$ cat config.mk
export PLATFORM = sky130hd
export DESIGN_NAME = dtree_node_sequencer
export DESIGN_NICKNAME = d
export VERILOG_FILES = /design/src/rtl/dtree_node_sequencer_pkg.sv /design/src/rtl/dtree_node_sequencer_term_select.sv /design/src/rtl/dtree_node_sequencer.sv
export SDC_FILE = /design/constraint.sdc
export NUM_CORES = 1
export LEC_CHECK = 0
export ABC_AREA = 1
export BUFFER_PORTS_ARGS = -buffer_cell sky130_fd_sc_hd__buf_2
export CORE_ASPECT_RATIO = 0.5
export CORE_MARGIN = 4
export CORE_UTILIZATION = 57
export DETAILED_ROUTE_END_ITERATION = 10
export GPL_TIMING_DRIVEN = 0
export PLACE_DENSITY = 0.85
export SLEW_MARGIN = 5
export SYNTH_ARGS = -nofsm -noshare
export SYNTH_HDL_FRONTEND = slang
export SYNTH_SLANG_ARGS = --single-unit
export TNS_END_PERCENT = 10
$ cat constraint.sdc
create_clock -name i_clk -period 3.8 [get_ports i_clk]
set_input_delay 0.57 -clock i_clk [delete_from_list [all_inputs] [get_ports i_clk]]
set_output_delay 0.57 -clock i_clk [all_outputs]
set_load 0.02 [all_outputs]
$ cat src/rtl/dtree_node_sequencer_pkg.sv
// Shared definitions for the oblique decision-tree node sequencer.
//   state_t    : walk FSM states
//   COEF_*     : 2-bit ternary coefficient encodings (2'b10 is reserved, decoded as zero)
package dtree_node_sequencer_pkg;

    typedef enum logic [2:0] {
        S_IDLE   = 3'd0,
        S_FETCH  = 3'd1,
        S_LATCH  = 3'd2,
        S_ACC    = 3'd3,
        S_DECIDE = 3'd4
    } state_t;

    localparam logic [1:0] COEF_ZERO = 2'b00;
    localparam logic [1:0] COEF_POS  = 2'b01;
    localparam logic [1:0] COEF_NEG  = 2'b11;

endpackage

$ cat src/rtl/dtree_node_sequencer_term_select.sv
// Combinational term generator for one accumulator step.
// Selects feature k, applies the ternary coefficient for k and saturates the
// negation so that -(most negative) becomes the most positive value.
//   i_features : N_FEAT packed signed features, feature k at [k*IN_WIDTH +: IN_WIDTH]
//   i_coef     : N_FEAT packed 2-bit coefficients, coef k at [2k +: 2]
//   i_k        : feature index
//   o_term     : signed term for the accumulator
module dtree_node_sequencer_term_select
    import dtree_node_sequencer_pkg::*;
#(
    parameter int IN_WIDTH = 14,
    parameter int N_FEAT   = 4,
    parameter int KW       = 2
) (
    input  logic [N_FEAT*IN_WIDTH-1:0] i_features,
    input  logic [2*N_FEAT-1:0]        i_coef,
    input  logic [KW-1:0]              i_k,
    output logic [IN_WIDTH-1:0]        o_term
);

    localparam logic [IN_WIDTH-1:0] MOST_NEG = {1'b1, {(IN_WIDTH-1){1'b0}}};
    localparam logic [IN_WIDTH-1:0] MOST_POS = {1'b0, {(IN_WIDTH-1){1'b1}}};

    logic [IN_WIDTH-1:0] w_x;
    logic [1:0]          w_c;

    // An out-of-range index selects nothing and therefore yields a zero term.
    always_comb begin
        // NOTE: every combinational output gets a default first so no latch is inferred.
        w_x = '0;
        w_c = COEF_ZERO;
        for (int i = 0; i < N_FEAT; i++) begin
            if (i_k == KW'(i)) begin
                w_x = i_features[i*IN_WIDTH +: IN_WIDTH];
                w_c = i_coef[2*i +: 2];
            end
        end
    end

    always_comb begin
        case (w_c)
            COEF_POS: o_term = w_x;
            COEF_NEG: o_term = (w_x == MOST_NEG) ? MOST_POS : -w_x;
            default:  o_term = '0;
        endcase
    end

endmodule

$ cat src/rtl/dtree_node_sequencer.sv
// Walks an oblique decision tree for one feature vector. For each internal node
// it fetches the node word, loads -threshold into the external accumulator,
// adds the ternary-weighted features and branches on the sign of the result.
// A leaf produces the class id; too many internal visits produce an error result.
//   i_clk, i_reset      : clock, synchronous active-high reset
//   i_start, i_features : feature vector handshake (accepted only when idle)
//   o_busy              : walk in progress
//   o_start_dropped     : 1-cycle pulse, start seen while busy
//   o_node_rd/addr, i_node_data : node ROM port, data valid the cycle after read
//   o_acc_load/add/init/a, i_acc_y, i_acc_overflow : accumulator control/status
//   o_class_valid/id/ovf/err : result (id/ovf/err held until next result)
module dtree_node_sequencer
    import dtree_node_sequencer_pkg::*;
#(
    parameter int IN_WIDTH  = 14,
    parameter int N_FEAT    = 4,
    parameter int ADDR_W    = 6,
    parameter int CLASS_W   = 4,
    parameter int MAX_DEPTH = 16,
    localparam int ACC_W    = IN_WIDTH + 1,
    localparam int NODE_W   = 1 + CLASS_W + 2*ADDR_W + ACC_W + 2*N_FEAT
) (
    input  logic                       i_clk,
    input  logic                       i_reset,
    input  logic                       i_start,
    input  logic [N_FEAT*IN_WIDTH-1:0] i_features,
    output logic                       o_busy,
    output logic                       o_start_dropped,
    output logic                       o_node_rd,
    output logic [ADDR_W-1:0]          o_node_addr,
    input  logic [NODE_W-1:0]          i_node_data,
    output logic                       o_acc_load,
    output logic                       o_acc_add,
    output logic [ACC_W-1:0]           o_acc_init,
    output logic [IN_WIDTH-1:0]        o_acc_a,
    input  logic [ACC_W-1:0]           i_acc_y,
    input  logic                       i_acc_overflow,
    output logic                       o_class_valid,
    output logic [CLASS_W-1:0]         o_class_id,
    output logic                       o_class_ovf,
    output logic                       o_class_err
);

    // Node word layout, LSB upwards: coef, threshold, right, left, class, is_leaf.
    localparam int THR_LSB   = 2*N_FEAT;
    localparam int RIGHT_LSB = THR_LSB + ACC_W;
    localparam int LEFT_LSB  = RIGHT_LSB + ADDR_W;
    localparam int CLASS_LSB = LEFT_LSB + ADDR_W;
    localparam int LEAF_BIT  = CLASS_LSB + CLASS_W;
    localparam int KW        = (N_FEAT > 1) ? $clog2(N_FEAT) : 1;
    localparam int DW        = $clog2(MAX_DEPTH + 1);

    localparam logic [ACC_W-1:0] THR_MOST_NEG = {1'b1, {(ACC_W-1){1'b0}}};
    localparam logic [ACC_W-1:0] THR_MOST_POS = {1'b0, {(ACC_W-1){1'b1}}};

    state_t                      r_state;
    logic [N_FEAT*IN_WIDTH-1:0]  r_features;
    logic [NODE_W-1:0]           r_node;
    logic [KW-1:0]               r_k;
    logic [DW-1:0]               r_depth;
    logic                        r_ovf;

    logic                        r_start_dropped, r_node_rd, r_acc_load, r_acc_add;
    logic [ADDR_W-1:0]           r_node_addr;
    logic [ACC_W-1:0]            r_acc_init;
    logic [IN_WIDTH-1:0]         r_acc_a;
    logic                        r_class_valid, r_class_ovf, r_class_err;
    logic [CLASS_W-1:0]          r_class_id;

    logic [2*N_FEAT-1:0]         w_coef;
    logic [KW-1:0]               w_k_next;
    logic [IN_WIDTH-1:0]         w_term;
    logic [ACC_W-1:0]            w_thr;
    logic [ACC_W-1:0]            w_neg_thr;

    // Accumulator controls are registered, so the term for the next ACC cycle
    // is computed one cycle early: from the ROM word while it is being latched,
    // otherwise from the stored node word.
    assign w_coef    = (r_state == S_LATCH) ? i_node_data[THR_LSB-1:0] : r_node[THR_LSB-1:0];
    assign w_k_next  = (r_state == S_LATCH) ? '0 : r_k + 1'b1;
    assign w_thr     = i_node_data[THR_LSB +: ACC_W];
    assign w_neg_thr = (w_thr == THR_MOST_NEG) ? THR_MOST_POS : -w_thr;

    dtree_node_sequencer_term_select #(
        .IN_WIDTH (IN_WIDTH),
        .N_FEAT   (N_FEAT),
        .KW       (KW)
    ) u_term_select (
        .i_features (r_features),
        .i_coef     (w_coef),
        .i_k        (w_k_next),
        .o_term     (w_term)
    );

    // NOTE: sequential state uses non-blocking assignments only, so every
    // register samples the pre-edge values regardless of statement order.
    always_ff @(posedge i_clk) begin
        if (i_reset) begin
            r_state         <= S_IDLE;
            r_features      <= '0;
            r_node          <= '0;
            r_k             <= '0;
            r_depth         <= '0;
            r_ovf           <= 1'b0;
            r_start_dropped <= 1'b0;
            r_node_rd       <= 1'b0;
            r_node_addr     <= '0;
            r_acc_load      <= 1'b0;
            r_acc_add       <= 1'b0;
            r_acc_init      <= '0;
            r_acc_a         <= '0;
            r_class_valid   <= 1'b0;
            r_class_id      <= '0;
            r_class_ovf     <= 1'b0;
            r_class_err     <= 1'b0;
        end else begin
            // Strobes and accumulator controls default low each cycle.
            r_start_dropped <= i_start && (r_state != S_IDLE);
            r_node_rd       <= 1'b0;
            r_acc_load      <= 1'b0;
            r_acc_add       <= 1'b0;
            r_acc_init      <= '0;
            r_acc_a         <= '0;
            r_class_valid   <= 1'b0;

            case (r_state)
                S_IDLE: begin
                    if (i_start) begin
                        r_features  <= i_features;
                        r_node_addr <= '0;
                        r_depth     <= '0;
                        r_ovf       <= 1'b0;
                        r_node_rd   <= 1'b1;
                        r_state     <= S_FETCH;
                    end
                end
                S_FETCH: r_state <= S_LATCH;
                S_LATCH: begin
                    r_node <= i_node_data;
                    if (i_node_data[LEAF_BIT]) begin
                        r_class_valid <= 1'b1;
                        r_class_id    <= i_node_data[CLASS_LSB +: CLASS_W];
                        r_class_ovf   <= r_ovf;
                        r_class_err   <= 1'b0;
                        r_state       <= S_IDLE;
                    end else if (r_depth == DW'(MAX_DEPTH)) begin
                        r_class_valid <= 1'b1;
                        r_class_id    <= '1;
                        r_class_ovf   <= r_ovf;
                        r_class_err   <= 1'b1;
                        r_state       <= S_IDLE;
                    end else begin
                        r_k        <= '0;
                        r_acc_load <= 1'b1;
                        r_acc_add  <= 1'b1;
                        r_acc_init <= w_neg_thr;
                        r_acc_a    <= w_term;
                        r_state    <= S_ACC;
                    end
                end
                S_ACC: begin
                    r_ovf <= r_ovf | i_acc_overflow;
                    if (r_k == KW'(N_FEAT - 1)) begin
                        r_state <= S_DECIDE;
                    end else begin
                        r_k       <= w_k_next;
                        r_acc_add <= 1'b1;
                        r_acc_a   <= w_term;
                    end
                end
                S_DECIDE: begin
                    // Negative sum-minus-threshold means sum < threshold: go left.
                    r_node_addr <= i_acc_y[IN_WIDTH] ? r_node[LEFT_LSB +: ADDR_W]
                                                     : r_node[RIGHT_LSB +: ADDR_W];
                    r_depth     <= r_depth + 1'b1;
                    r_node_rd   <= 1'b1;
                    r_state     <= S_FETCH;
                end
                default: r_state <= S_IDLE;
            endcase
        end
    end

    assign o_busy          = (r_state != S_IDLE);
    assign o_start_dropped = r_start_dropped;
    assign o_node_rd       = r_node_rd;
    assign o_node_addr     = r_node_addr;
    assign o_acc_load      = r_acc_load;
    assign o_acc_add       = r_acc_add;
    assign o_acc_init      = r_acc_init;
    assign o_acc_a         = r_acc_a;
    assign o_class_valid   = r_class_valid;
    assign o_class_id      = r_class_id;
    assign o_class_ovf     = r_class_ovf;
    assign o_class_err     = r_class_err;

endmodule

==> results of run 1 <==
worst min path at each step:
stage          slack, ns  cells past startpoint              to
2_1_floorplan       0.42                      2      r_node[23]
6_report            0.34                      2  o_acc_init[14]
4_1_cts             0.33                      2  o_acc_init[14]
3_5_place_dp        0.45                      2      r_node[28]
3_3_place_gp        0.43                      2      r_node[28]
5_1_grt             0.36                      2  o_acc_init[14]
through the flow:
| stage | setup WS, ns | area [sq um] | power (mW) | hold slack, ns | utilization, % |
|---|---|---|---|---|---|
| floorplan | 1.483 | 6035 | 2.390 | 0.4244 | - |
| global placement | 1.097 | 6940 | 2.676 | 0.4348 | 67.51 |
| detailed placement | 0.9937 | 6940 | 2.706 | 0.4455 | 67.51 |
| CTS | 0.9466 | 7546 | 4.388 | 0.3338 | 73.41 |
| global route | 0.7308 | 7546 | 4.601 | 0.3596 | 73.41 |
| finish | 0.9603 | 7546 | 4.410 | 0.3443 | 73.41 |
cell type report:
type | count | area share [%]
flip-flops and latches | 133 | 35.28
repair buffers | 146 | 9.683
clock buffers | 18 | 5.687
well taps | 140 | 2.321
plain buffers | 39 | 2.520
clock inverters | 14 | 2.338
inverters | 79 | 3.930
multi-input cells | 576 | 38.24
synthesized netlist by cell type (all sizes together):
master	number	area (sq um)
nand2	128	503.0
or2	3	18.77
nor3	14	70.07
inv	78	292.8
dfxtp	133	2663
mux2i	2	20.02
buf	10	81.32
a21boi	1	7.510
nand3b	2	15.01
a21oi	51	255.2
a31oi	2	12.51
o21ai	99	529.3
ha	5	62.56
clkbuf	29	108.9
a221oi	1	8.760
xnor2	4	35.03
a211oi	1	7.510
xor2	10	87.58
nor4	2	12.51
o31ai	2	15.01
nand4	43	269.0
o21bai	1	7.510
clkinv	1	3.750
o211ai	2	15.01
nor2	171	743.2
a22oi	1	7.510
nand3	31	182.7
routing by layer:
metal  share of wire [%]  vias up  global-route usage, %
met5               0.067        -                      0
met4                 2.7        2                  12.60
met3                 9.6       56                  6.652
met2                  46      341                  49.52
met1                  41     2872                  35.01
li1                    -     3047                      -
worst max-delay path, delay by kind of cell, from the launching register on:
kind                     cells  cell delay, ns
AO/OA/AOI/OAI                2            0.39
adder cells (fa/ha/maj)      2            0.65
AND/OR/NAND/NOR              7            0.92
buffers and inverters        1            0.29
flip-flops                   1            0.50
report_power, final:
| part | switching (mW) | internal, mW | leakage, nW |
|---|---|---|---|
| clock | 0.656 | 1.04 | 0.291 |
| sequential | 0.0763 | 1.53 | 1.09 |
| combinational | 0.763 | 0.344 | 2.24 |
| total | 1.50 | 2.91 | 3.62 |
cells by family (layout without fill, tap and decap cells):
| family | after synthesis | in the layout | share of synthesized area (%) |
|---|---|---|---|
| simple gates | 394 | 394 | 30.06 |
| compound gates | 161 | 161 | 14.35 |
| fa+ha+maj | 5 | 5 | 1.037 |
| xor+xnor | 14 | 14 | 2.032 |
| buf+inv | 118 | 296 | 8.065 |
| mux | 2 | 2 | 0.3318 |
| flops | 133 | 133 | 44.12 |
registers in the layout, indices dropped and copies added, names as in the netlist:
name,cells
o_acc_a,14
o_acc_add,1
o_acc_init,15
o_acc_load,1
o_class_err,1
o_class_id,4
o_class_ovf,1
o_class_valid,1
o_node_addr,6
o_node_rd,1
o_start_dropped,1
r_depth,5
r_features,56
r_k,2
r_node,20
r_ovf,1
r_state,3
==> impl_metrics.toml, run 1 <==
[timing]
final.setup_skew_ns = 0.007964
finalHoldViolations = 0
slew_violations = 0
rsz0062_at_grt = "no"
setup_viol = 0
fin_tns_setup_ns = 0
relSlewSlack_pct = 50.63
max_freq_ghz = 0.3522
fin_crit_sh_pct = 74.73
tightest_slew_ns = 0.7378
period_minus_slack_ns = 2.840

[run]
maxCapViolations = 0

[logic_synthesis]
syn_area_sq_um = 6035
synth_seq_cells = 133
yosysWarnings = 0
synth.distinct_cells = 41
postSynthAreaPerCell_sq_um = 7.297
syn_inst = 827
syn_nets = 947
synth_seq_area_share_pct = 44.12

[layout]
fin_cells = 1145
drive_gt1_share_pct = 22.79
n_fill_cell = 839
antennaDiodeCount = 0
syn_to_final_growth_pct = 25.05
layout_common_cells = "154 x nor2_1, 148 x buf_2, 133 x dfxtp_1"
regArea_sq_um = 2663
layout_commonest_cell = "nor2_1"
nNetsFinal = 1112
multiInputGateArea_sq_um = 2885

[drt]
finalWirelength_um = 17920
ant_nets = 0
drt_iter0_drc = 553
via_per_inst = 5.518
drc = 0
drt_first_pass_iters = 8
wl_per_cell_um = 15.65
vias = 6318

[worst_setup_path]
slowest_stage = "dfxtp_1"
crit_end = "o_acc_a[1]"
worstSetupPathType = "register to register"
endpoint_kind = "register"
required_ns = 4.14
arrival_ns = 3.18
startpoint = "r_k[0]"
rr_endpoint = "o_acc_a[1]"
reg2reg_slack_ns = 0.96
startpoint_type = "register"
cp_cell_sequence = "ha_1 -> clkbuf_1 -> o211ai_1 -> nand3_1 -> nand2_1 -> ha_1 -> nand3_2 -> nor2_4 -> nand2_4 -> nor2_4 -> nand2_4 -> a31oi_1"
r2r_start = "r_k[0]"
worstPathMaxFanout = 10
critPathMaxStageDelay_ns = 0.50
reg2regPathDepth = 12

[clocking]
cts_resized = 0
post_cts_buffers = 0
cts_sinks = 133
cts_made_buffers = 17
holdBufCountCts = 0
cts_tree = "built"
path_clk_slew_ns = 0.06
htree_levels = 4
cts_buffer_depth = 2
root_buffer = "clkbuf_16"
clk_latency_ns = 0.42

[power_and_ir_drop]
vdd_drop_max_uv = 347.1
p_leak_nw = 3.619
p_per_area_nw_per_um2 = 584.4

[floorplanning]
die_area_sq_um = 12400
std_cell_rows = 26
boundaryPins = 162
coreArea_sq_um = 10280
start_util_pct = 58.70
die_h_um = 80.76
die_w_um = 153.5

[placement]
dp_cells = 1113
io_buffers = 146
dpl.hpwl_um = 13160
gp_routability_congestion = 0.9269

[hold_path]
hp-start = "i_node_data[22]"
hold_path_class = "input port to register"

[grt]
antenna_found_initial = 1
grt_overflow = 0
grt_max_degree = 17
globalRouteTotalUtil_pct = 28.68
grt_pass1_vias = 6037
grt_pass1_wl_um = 28230

[run_status]
status = "complete, no violations"
No activity file was read; power rests on OpenSTA's default activity.
==> run 2, diff against run 1 <==
--- a/config.mk
+++ b/config.mk
@@ -5,14 +5,14 @@
 export SDC_FILE = /design/constraint.sdc
 export NUM_CORES = 1
 export LEC_CHECK = 0
-export ABC_AREA = 1
+export ABC_AREA = 0
 export BUFFER_PORTS_ARGS = -buffer_cell sky130_fd_sc_hd__buf_2
 export CORE_ASPECT_RATIO = 0.5
 export CORE_MARGIN = 4
-export CORE_UTILIZATION = 57
+export CORE_UTILIZATION = 52
 export DETAILED_ROUTE_END_ITERATION = 10
 export GPL_TIMING_DRIVEN = 0
-export PLACE_DENSITY = 0.85
+export PLACE_DENSITY = 0.79
 export SLEW_MARGIN = 5
 export SYNTH_ARGS = -nofsm -noshare
 export SYNTH_HDL_FRONTEND = slang
==> constraint.sdc (replaced) <==
create_clock -name i_clk -period 3 [get_ports i_clk]
set_input_delay 0.45 -clock i_clk [delete_from_list [all_inputs] [get_ports i_clk]]
set_output_delay 0.45 -clock i_clk [all_outputs]
set_load 0.02 [all_outputs]
==> impl_metrics.toml, run 2 <==
[logic_synthesis]
synth_top_family_by_area = "simple AND/OR/NAND/NOR gates"
syn_nets = 833
synth.distinct_cells = 57
ys_top_cells_by_area = "dfxtp_1 46%, nand2_1 12%, a21oi_1 10%, nor2_1 3.3%, mux2i_1 3.1%"
synthXorXnorAreaFrac_pct = 3.207
synthTopCellsByCount = "181 x nand2_1, 133 x dfxtp_1, 120 x a21oi_1"
postSynthAreaPerCell_sq_um = 8.044
synth-edff-count = 0
yosysTopAreaCellShare_pct = 46.42
synth_compound_area_share_pct = 17.80
yosysMostFrequentCell = "nand2_1"
yosysWarnings = 0
synth_mux_area_share_pct = 4.385
synthAdderAreaFrac_pct = 1.091
synth_seq_area_share_pct = 46.42
synth_seq_cells = 133
syn_inst = 713
synth-simple-area-share_pct = 22.69
yosys.area.top_type = "dfxtp_1"
ys.flop_type = "dfxtp_1"
syn_area_sq_um = 5736
ys_async_sr_fraction_pct = 0

[drt]
drt_iter0_drc = 486
drc = 0
wl_per_cell_um = 16.20
via_per_inst = 5.538
vias = 5715
ant_nets = 0
drt_first_pass_iters = 5
finalWirelength_um = 16720

[placement]
dpl-instance-area_sq_um = 6641
dpl.hpwl_um = 12270
pre_cts_ws_ns = -0.2262
gp_routability_congestion = 0.8905
io_buffers = 146
dp_cells = 999

[worst_setup_path]
endpoint_kind = "register"
cp_num_buf_inv = 4
startpoint_type = "register"
cpLargestDelayFamily = "buffers and inverters"
worstPathMaxFanout = 10
cp_cell_sequence = "ha_1 -> clkbuf_4 -> buf_6 -> nor2b_1 -> mux2i_1 -> o22ai_2 -> ha_1 -> inv_1 -> nor3_4 -> buf_4 -> a21oi_1 -> xor2_1 -> a21oi_2"
slowest_stage = "dfxtp_2"
arrival_ns = 3.14
required_ns = 3.30
worstSetupPathType = "register to register"
critPathMaxStageDelay_ns = 0.43
crit_top_cell = "ha_1"

[power_and_ir_drop]
vdd_drop_max_uv = 385.6
p_leak_nw = 3.064
p_per_area_nw_per_um2 = 669.2

[grt]
grt_pass1_vias = 5544
grtUsageMet1_pct = 29.93
grt.met2_usage_pct = 44.91
top_usage_layer = "met2"
globalRouteTotalUtil_pct = 25.85
grtUsageMet3_pct = 10.20
antenna_found_initial = 0
grt_pass1_wl_um = 26010
grt_max_degree = 17
grt_overflow = 0

[clocking]
cts_buffer_depth = 2
cts_tree = "built"
htree_levels = 4
root_buffer = "clkbuf_16"
path_clk_slew_ns = 0.06
holdBufCountCts = 0
cts_made_buffers = 17
clk_latency_ns = 0.42
cts_sinks = 133

[layout]
drive_gt1_share_pct = 24.44
fin_util_pct = 69.80
fin_cells = 1032
regMostFlops = "r_features"
nNetsFinal = 999
layout_common_cells = "181 x nand2_1, 152 x buf_2, 132 x dfxtp_1"
largest_reg_flops = 56
final_cell_area_sq_um = 7312
antennaDiodeCount = 0
syn_to_final_growth_pct = 27.49
n_fill_cell = 865
layout_commonest_cell = "nand2_1"

[timing]
finalHoldViolations = 0
fin_crit_sh_pct = 94.64
relSlewSlack_pct = 27.14
max_freq_ghz = 0.3522
tightest_slew_ns = 1.090
period_minus_slack_ns = 2.839
rsz0062_at_grt = "no"
setup_viol = 0
layout_setup_ws_ns = 0.1607
final.setup_skew_ns = 0.008309
slew_violations = 0

[floorplanning]
die_h_um = 82.26
boundaryPins = 162
std_cell_rows = 26
die_area_sq_um = 12880
start_util_pct = 54.75
die_w_um = 156.5
coreArea_sq_um = 10480

[run_status]
status = "complete, no violations"

[run]
maxCapViolations = 0

[hold_path]
hold_path_class = "input port to register"
[run 2: cell count changes in the layout (fill, tap and decap cells not counted), moves of 8 or more]
cell,previous run,this run
a31oi_1,2,10
nand4_1,43,6
nand3_1,27,8
nor2_4,9,0
mux2i_1,2,18
nand2_1,123,181
inv_2,9,0
o21ai_0,89,9
nor2_1,154,51
inv_1,69,11
a21oi_1,51,120
[run 2: layer usage]
| layer | share of wire (%) | up-vias |
|---|---|---|
| met5 | 0 | - |
| met4 | 2.0 | 0 |
| met3 | 9.3 | 37 |
| met2 | 47 | 228 |
| met1 | 42 | 2680 |
| li1 | - | 2770 |
[run 2: final cells by class]
class                           count  area (sq um)  area share (%)
Multi-Input combinational cell    522          2836           38.79
Clock buffer                       20         456.7           6.246
Tap cell                          140         175.2           2.396
Inverter                           11         41.29          0.5647
Timing Repair Buffer              147         738.2           10.10
Clock inverter                     12         177.7           2.430
Buffer                             47         222.7           3.046
Sequential cell                   133          2664           36.43
[run 2: cells by family after synthesis]
logic type | Yosys count
AOI/OAI and AO/OA | 177
adders and majority gates | 5
xor gates and xnor gates | 21
DFF | 133
and+or+nand+nor | 296
buffers and inverters | 58
muxes | 23
[run 2: worst paths after layout]
check	from	slack (ns)	depth (start not counted)	end
setup / recovery	r_k[0]	0.16	13	o_acc_a[6]
hold / removal	i_node_data[22]	0.23	2	o_acc_init[14]
setup reg to reg	r_k[0]	0.16	13	o_acc_a[6]
hold reg to reg	r_features[25]	0.45	2	r_features[25]
[run 2: timing repair]
action	in CTS	in global routing
pin swaps	1	0
resized for setup	4	8
endpoints found under the setup margin	13	12
buffers inserted	1	0
[run 2: metrics by stage]
stage	power [mW]	hold WS [ns]	TNS, ns
after floorplan	2.435	0.4312	0
after global placement	2.657	0.4382	-1.949
after detailed placement	2.676	0.4447	-2.431
after CTS	4.884	0.2216	0
after global routing	5.081	0.2232	0
final	4.893	0.2273	0
[run 2: power breakdown]
group | switching, mW | internal (mW) | total, mW
Combinational | 0.477 | 0.286 | 0.763
Sequential | 0.0600 | 1.86 | 1.92
Clock | 0.777 | 1.43 | 2.21
Total | 1.31 | 3.58 | 4.89
==> run 3, diff against run 2 <==
--- a/config.mk
+++ b/config.mk
@@ -7,12 +7,14 @@
 export LEC_CHECK = 0
 export ABC_AREA = 0
 export BUFFER_PORTS_ARGS = -buffer_cell sky130_fd_sc_hd__buf_2
+export CAP_MARGIN = 40
 export CORE_ASPECT_RATIO = 0.5
 export CORE_MARGIN = 4
 export CORE_UTILIZATION = 52
 export DETAILED_ROUTE_END_ITERATION = 10
 export GPL_TIMING_DRIVEN = 0
 export PLACE_DENSITY = 0.79
+export RECOVER_POWER = 50
 export SLEW_MARGIN = 5
 export SYNTH_ARGS = -nofsm -noshare
 export SYNTH_HDL_FRONTEND = slang
==> impl_metrics.toml, run 3 (synthesized netlist as in run 2, its figures left out) <==
[run_status]
status = "complete, no violations"

[floorplanning]
die_w_um = 156.5
std_cell_rows = 26
die_area_sq_um = 12880
coreArea_sq_um = 10480
boundaryPins = 162
start_util_pct = 54.75
die_h_um = 82.26

[worst_setup_path]
worstPathMaxFanout = 10
cp_cell_sequence = "ha_1 -> clkbuf_4 -> buf_2 -> buf_2 -> mux2_2 -> a21oi_1 -> o211ai_1 -> nand2_1 -> buf_2 -> a21oi_1"
crit_top_cell = "buf_2"
required_ns = 3.30
reg2reg_slack_ns = 0.17
slowest_stage = "dfxtp_2"
worstSetupPathType = "register to register"
endpoint_kind = "register"
arrival_ns = 3.13
startpoint_type = "register"
critPathMaxStageDelay_ns = 0.38

[layout]
fin_util_pct = 68.88
regMostFlops = "r_features"
layout_commonest_cell = "nand2_1"
layout_common_cells = "181 x nand2_1, 132 x dfxtp_1, 120 x a21oi_1"
drive_gt1_share_pct = 19.06
antennaDiodeCount = 0
fin_cells = 1032
n_fill_cell = 910
final_cell_area_sq_um = 7216
regArea_sq_um = 2664
syn_to_final_growth_pct = 25.81
largest_reg_flops = 56
multiInputGateArea_sq_um = 2836
nNetsFinal = 1000

[grt]
grt.met2_usage_pct = 43.85
grt_overflow = 0
antenna_found_initial = 0
grtUsageMet3_pct = 8.225
grt_pass1_wl_um = 26190
grt_max_degree = 17
grt_pass1_vias = 5444
globalRouteTotalUtil_pct = 25.98
grtUsageMet1_pct = 32.20
top_usage_layer = "met2"

[drt]
via_per_inst = 5.509
vias = 5685
finalWirelength_um = 16770
ant_nets = 0
drc = 0
drt_iter0_drc = 422
wl_per_cell_um = 16.25
drt_first_pass_iters = 5

[placement]
io_buffers = 146
dp_cells = 1000
dpl-instance-area_sq_um = 6646
gp_routability_congestion = 0.8905
pre_cts_ws_ns = -0.2329
dpl.hpwl_um = 12220

[timing]
setup_viol = 0
fin_tns_setup_ns = 0
final.setup_skew_ns = 0.01165
rsz0062_at_grt = "no"
max_freq_ghz = 0.3533
finalHoldViolations = 0
layout_setup_ws_ns = 0.1694
tightest_slew_ns = 0.6895
holdWs_ns = 0.2223
period_minus_slack_ns = 2.831
relSlewSlack_pct = 54.04
slew_violations = 0
fin_crit_sh_pct = 94.35

[power_and_ir_drop]
seqPwrFrac_pct = 40.1
combPwrFrac_pct = 15.8
p_sw_share_pct = 27.69
netSwitchingPower_mw = 1.326
p_clk_share_pct = 44.1
internal_power_mw = 3.463
p_per_area_nw_per_um2 = 663.8
total_power_mw = 4.790
vdd_drop_max_uv = 363.6
p_leak_nw = 2.844

[clocking]
cts_buffer_depth = 2
root_buffer = "clkbuf_16"
path_clk_slew_ns = 0.06
htree_levels = 4
cts_made_buffers = 17
cts_sinks = 133
cts_tree = "built"
clk_latency_ns = 0.42

[hold_path]
hold_path_class = "input port to register"

[run]
maxCapViolations = 0
## run 3: changes by cell type in the layout (fill, tap and decap cells not counted), sizes merged
cell	delta
clkinv	+1
buf	-48
clkbuf	+48
bufinv	-1
## run 3: repair_timing
item	4_1_cts	5_1_grt
resized for setup	4	8
gates cloned	0	0
pin swaps	1	0
endpoints found under the setup margin	13	14
setup buffers	1	0
hold buffers	0	0
## run 3: path summary, 6_finish.rpt
| path | end | cells past startpoint | from |
|---|---|---|---|
| worst min register to register | r_node[26] | 2 | r_node[26] |
| worst max register to register | o_acc_a[3] | 10 | r_k[0] |
| worst max-delay path | o_acc_a[3] | 10 | r_k[0] |
| worst min-delay path | o_acc_init[14] | 2 | i_node_data[22] |
## run 3: layout make-up
class | count | share of cell area, %
repair buffers | 148 | 9.485
inverters | 11 | 0.5722
plain buffers | 47 | 2.982
clock buffers | 19 | 6.138
flip-flops and latches | 133 | 36.92
clock inverters | 12 | 2.168
multi-input cells | 522 | 39.31
well taps | 140 | 2.428
## run 3: per-layer routing
layer  up-vias  wire length [um]
met5         -                 0
met4         0               241
met3        27              1586
met2       248              7774
met1      2640              7170
li1       2770                 -
## run 3: worst max-delay path, delay by kind of cell, from the launching register on
kind                     cells  cell delay, ns
flip-flops                   1            0.38
buffers and inverters        4            1.07
AND/OR/NAND/NOR              1            0.25
multiplexers                 1            0.38
AO/OA/AOI/OAI                3            0.33
adder cells (fa/ha/maj)      1            0.29
## run 3: power by group through the flow
| stage | Sequential, mW | Clock [mW] | Combinational [mW] |
|---|---|---|---|
| global placement | 1.95 | 0 | 0.707 |
| CTS | 1.92 | 2.12 | 0.741 |
| floorplan | 1.95 | 0 | 0.487 |
| finish | 1.92 | 2.11 | 0.757 |
| global route | 1.93 | 2.20 | 0.837 |
| detailed placement | 1.95 | 0 | 0.724 |
